$ cat config.mk
export PLATFORM = sky130hd
export DESIGN_NAME = cb_mod
export DESIGN_NICKNAME = d
export VERILOG_FILES = /design/src/rtl/cb_mod.sv
export SDC_FILE = /design/constraint.sdc
export NUM_CORES = 1
export LEC_CHECK = 0
export ABC_AREA = 0
export CELL_PAD_IN_SITES_DETAIL_PLACEMENT = 0
export CELL_PAD_IN_SITES_GLOBAL_PLACEMENT = 1
export CORE_MARGIN = 2
export CORE_UTILIZATION = 29
export DETAILED_ROUTE_END_ITERATION = 8
export PLACE_DENSITY_LB_ADDON = 0.1
export SLEW_MARGIN = 15
export SYNTH_ARGS = -nofsm -noshare
export SYNTH_HDL_FRONTEND = slang
export SYNTH_SLANG_ARGS = --single-unit
$ cat constraint.sdc
create_clock -name clk -period 2.2 [get_ports clk]
set_clock_uncertainty 0.05 [all_clocks]
set_input_delay 0.55 -clock clk [delete_from_list [all_inputs] [get_ports clk]]
set_output_delay 0.55 -clock clk [all_outputs]
set_load 0.02 [all_outputs]
$ cat src/rtl/cb_mod.sv
`default_nettype none
// ============================================================================
//  Module      : cb_mod
//  Description : Parametrised synchronous up/down modulus counter with
//                parallel load, synchronous set/clear, cascade carry-in/out
//                and a sticky overflow flag. Wrap or saturate at terminal.
//  Revision    : 1.0 - initial release
// ============================================================================
module cb_mod #(
    parameter int     WIDTH    = 8,
    parameter longint MODULUS  = 256,
    parameter bit     SATURATE = 1'b0
) (
    input  logic             clk,
    input  logic             sclr,
    input  logic             sset,
    input  logic             load,
    input  logic [WIDTH-1:0] din,
    input  logic             ena,
    input  logic             cin,
    input  logic             dir,
    output logic [WIDTH-1:0] cnt_qout,
    output logic             tc,
    output logic             cout,
    output logic             ovf
);

    // Comparisons are done one bit wider so MODULUS = 2**WIDTH is representable.
    localparam logic [WIDTH:0]   C_MOD_X = (WIDTH+1)'(MODULUS);
    localparam logic [WIDTH:0]   C_MAX_X = C_MOD_X - {{WIDTH{1'b0}}, 1'b1};
    localparam logic [WIDTH-1:0] C_MAX   = C_MAX_X[WIDTH-1:0];
    localparam logic [WIDTH-1:0] C_ONE   = {{(WIDTH-1){1'b0}}, 1'b1};

    logic [WIDTH-1:0] cnt_q, cnt_d;
    logic             ovf_q, ovf_d;

    logic [WIDTH:0]   w_q_x;
    logic [WIDTH:0]   w_din_x;
    logic             w_at_max;
    logic             w_at_zero;
    logic             w_din_ok;

    assign w_q_x     = {1'b0, cnt_q};
    assign w_din_x   = {1'b0, din};
    assign w_at_max  = (w_q_x == C_MAX_X);
    assign w_at_zero = (cnt_q == '0);
    assign w_din_ok  = (w_din_x < C_MOD_X);

    // Next-state selection: set, load, count, hold (clear is applied in the register).
    // Increment/decrement cannot overflow WIDTH bits because they are only
    // taken strictly inside the 0..MODULUS-1 range.
    always_comb begin
        cnt_d = cnt_q;
        ovf_d = ovf_q;
        if (sset) begin
            cnt_d = C_MAX;
        end else if (load) begin
            if (w_din_ok) begin
                cnt_d = din;
                ovf_d = 1'b0;
            end else begin
                cnt_d = C_MAX;
                ovf_d = 1'b1;
            end
        end else if (ena && cin) begin
            if (dir) begin
                if (w_at_max) begin
                    ovf_d = 1'b1;
                    if (!SATURATE) cnt_d = '0;
                end else begin
                    cnt_d = cnt_q + C_ONE;
                end
            end else begin
                if (w_at_zero) begin
                    ovf_d = 1'b1;
                    if (!SATURATE) cnt_d = C_MAX;
                end else begin
                    cnt_d = cnt_q - C_ONE;
                end
            end
        end
    end

    // State register; clear overrides every other control.
    always_ff @(posedge clk) begin
        if (sclr) begin
            cnt_q <= '0;
            ovf_q <= 1'b0;
        end else begin
            cnt_q <= cnt_d;
            ovf_q <= ovf_d;
        end
    end

    // Terminal count follows direction combinationally so cascades ripple in one cycle.
    assign tc       = cin & (dir ? w_at_max : w_at_zero);
    assign cout     = tc & ena;
    assign cnt_qout = cnt_q;
    assign ovf      = ovf_q;

endmodule
`default_nettype wire

==> results.toml <==
[layout]
drive_gt1_share_pct = 27.3
syn2layout_area_growth_pct = 61.2
finalNonFillerCells = 173
fillers = 272
final_common_cell = "clkdlybuf4s50_1"
insertedDiodeCount = 0
final_cell_mix = "clkdlybuf4s50_1 (23), buf_4 (22), a31oi_1 (8)"
final_util_pct = 50.2
nets = 162

[grt]
grt_antenna_before_repair = 0
grt_use_total_pct = 18.0
grt_pass1_wl_um = 4530
grt_overflow_total = 0
grt_pass1_vias = 994
grt_start_max_net_pins = 14

[power_and_ir_drop]
power_density_nw_per_um2 = 445
leakage_nw = 0.484
switching_power_w = 0.000202
swShare_pct = 35.5
clkPwrFrac_pct = 24.2
seqPwrFrac_pct = 32.4
internal_power_w = 0.000367
ir_drop_mv = 0.248
combPwrFrac_pct = 43.4

[drt]
drc = 0
vias = 979
ant_nets = 0
routed_via_density = 5.66
dr.pass1.iters = 4
wl_per_cell_um = 16.0
drt_iter0_drc = 13
finalWirelength_um = 2770

[timing]
rsz0062_at_grt = "yes"
holdWs_ns = 0.461
slew_violations = 0
setup_viol = 2
fin_crit_sh_pct = 117
tns_ns = -0.748
setup_ws_ns = -0.384
max_clock_freq_ghz = 0.387
worst_pin_slew_ns = 0.568
fin_crit_ns = 2.58
finalHoldViolCount = 0
max_slew_margin_pct = 61.8

[floorplanning]
die_w_um = 56.3
rows = 18
core-area_um2 = 2540
die_h_um = 56.3
die_area_um2 = 3170
pin_count = 26
start_util_pct = 31.2

[logic_synthesis]
syn-instance-count = 101
ys_seq_area_share_pct = 22.7
ys_ff_latch = 9
yosys.area.top_type = "dfxtp_1"
async_flop_share_pct = 0
synth_area_um2 = 793
synth_top_area_share_pct = 22.7
syn_nets = 119
synth_flop_cell = "dfxtp_1"
synth_area_leaders = "dfxtp_1 (23%), o221ai_1 (7.7%), a31oi_1 (6.3%)"
synth-edff-count = 0
avgSynthCellArea_um2 = 7.85
ys_warn_count = 0
synth_cell_types = 41

[hold_path]
hold_depth = 1
hold_path.class = "register to register"
hold_end = "ovf$_SDFFE_PP0P_"
min_from = "ovf$_SDFFE_PP0P_"

[critical_path]
reg2regPathDepth = 6
r2r_start = "cnt_qout[4]$_SDFFE_PP0P_"
r2r-end = "cnt_qout[7]$_SDFFE_PP0P_"
ff2ff_setup_slack_ns = 0.30
worstPathRequired_ns = 1.60
cp.arrival_ns = 1.98
critical_path.max_fanout = 3
end_kind = "output pin"
startpoint_type = "register"
critPathKind = "register to output pin"

[clocking]
cts_root_buf = "clkbuf_4"
insertion_delay_ns = 0.27
clock_sinks = 9
cts.clk_slew.worst_paths_ns = 0.08
cts_tree = "done"
cts_buffer_depth = 2
cts_max_level = 1
cts_buffers = 3

[run]
drv_cap = 0

[placed_design]
placed_cells = 168
io_buffers = 25
gp_congestion = 0.857
place_hpwl_um = 2050

[run_status]
status = "finished, violations left"
failed_checks = "negative setup slack"
==> Yosys cell counts (2+ instances only) <==
master,instances
o221ai_1,7
a31oi_1,8
inv_1,4
o211ai_1,2
nor4b_1,2
o21a_1,2
dfxtp_1,9
o21ai_0,7
nor2_1,4
a21boi_0,2
nor3_1,5
ha_1,3
a21oi_1,3
nand2_1,5
a211oi_1,2
xor2_1,3
clkbuf_1,7
nor3b_1,3
==> kinds of logic after synthesis <==
kind of cell	count (synthesis)	synth area share (%)
fa+ha+maj	3	4.73
simple gates	31	24.8
xor+xnor	3	3.31
buf+inv	14	7.57
flops	9	22.7
mux	1	1.26
compound gates	40	35.6
==> area by class of cell <==
type / count / area [um^2] / area share (%)
well taps: 30 / 37.5 / 2.94
clock buffers: 3 / 22.5 / 1.76
inverters: 5 / 23.8 / 1.86
clock inverters: 1 / 5.00 / 0.391
multi-input cells: 78 / 584 / 45.7
flip-flops and latches: 9 / 188 / 14.7
repair buffers: 47 / 418 / 32.7
==> power groups by stage <==
stage	Combinational [W]	Sequential (W)	Clock [W]
after floorplan	0.000119	0.000206	0
after global placement	0.000240	0.000189	0
after detailed placement	0.000243	0.000188	0
after CTS	0.000247	0.000184	0.000143
after global routing	0.000268	0.000186	0.000151
final	0.000247	0.000184	0.000138
==> flip-flops by register name (all words and copies together), names as in the netlist <==
signal and flops:
cnt_qout 8, ovf 1
==> timing repair <==
| action | CTS | global route |
|---|---|---|
| pin swaps | 2 | 1 |
| resized for setup | 12 | 0 |
| hold buffers | 0 | 0 |
| setup buffers | 1 | 0 |
| setup endpoints to repair | 2 | 2 |
==> metrics by stage <==
step	cell area, um^2	power (W)	setup slack (ns)
after floorplan	857	0.000325	-0.194
after global placement	1240	0.000429	-0.594
after detailed placement	1240	0.000431	-0.622
after CTS	1280	0.000575	-0.399
after global routing	1280	0.000606	-0.437
final	1280	0.000569	-0.384
==> routing by layer <==
| layer | global-route usage [%] | routed length (um) | vias up |
|---|---|---|---|
| li1 | - | - | 482 |
| met1 | 21.8 | 1230 | 459 |
| met2 | 29.7 | 1330 | 31 |
| met3 | 5.99 | 152 | 7 |
| met4 | 6.46 | 50 | 0 |
| met5 | 0 | 0 | - |
==> worst max-delay path by stage <==
stage / cells past startpoint / to / start / slack, ns
after floorplan: 6 / cout / cnt_qout[1]$_SDFFE_PP0P_ / -0.19
after global placement: 4 / cout / dir / -0.59
after detailed placement: 4 / cout / dir / -0.62
after CTS: 6 / tc / cnt_qout[1]$_SDFFE_PP0P_ / -0.40
after global routing: 6 / cout / cnt_qout[1]$_SDFFE_PP0P_ / -0.44
final: 6 / cout / cnt_qout[1]$_SDFFE_PP0P_ / -0.38
==> critical path: stages, from the launching register on <==
cell	delay, ns
dfxtp_4	0.36
inv_4	0.06
ha_4	0.12
or4b_4	0.46
or3b_4	0.43
a21oi_4	0.16
buf_6	0.14
(Power assumes the default switching activity.)
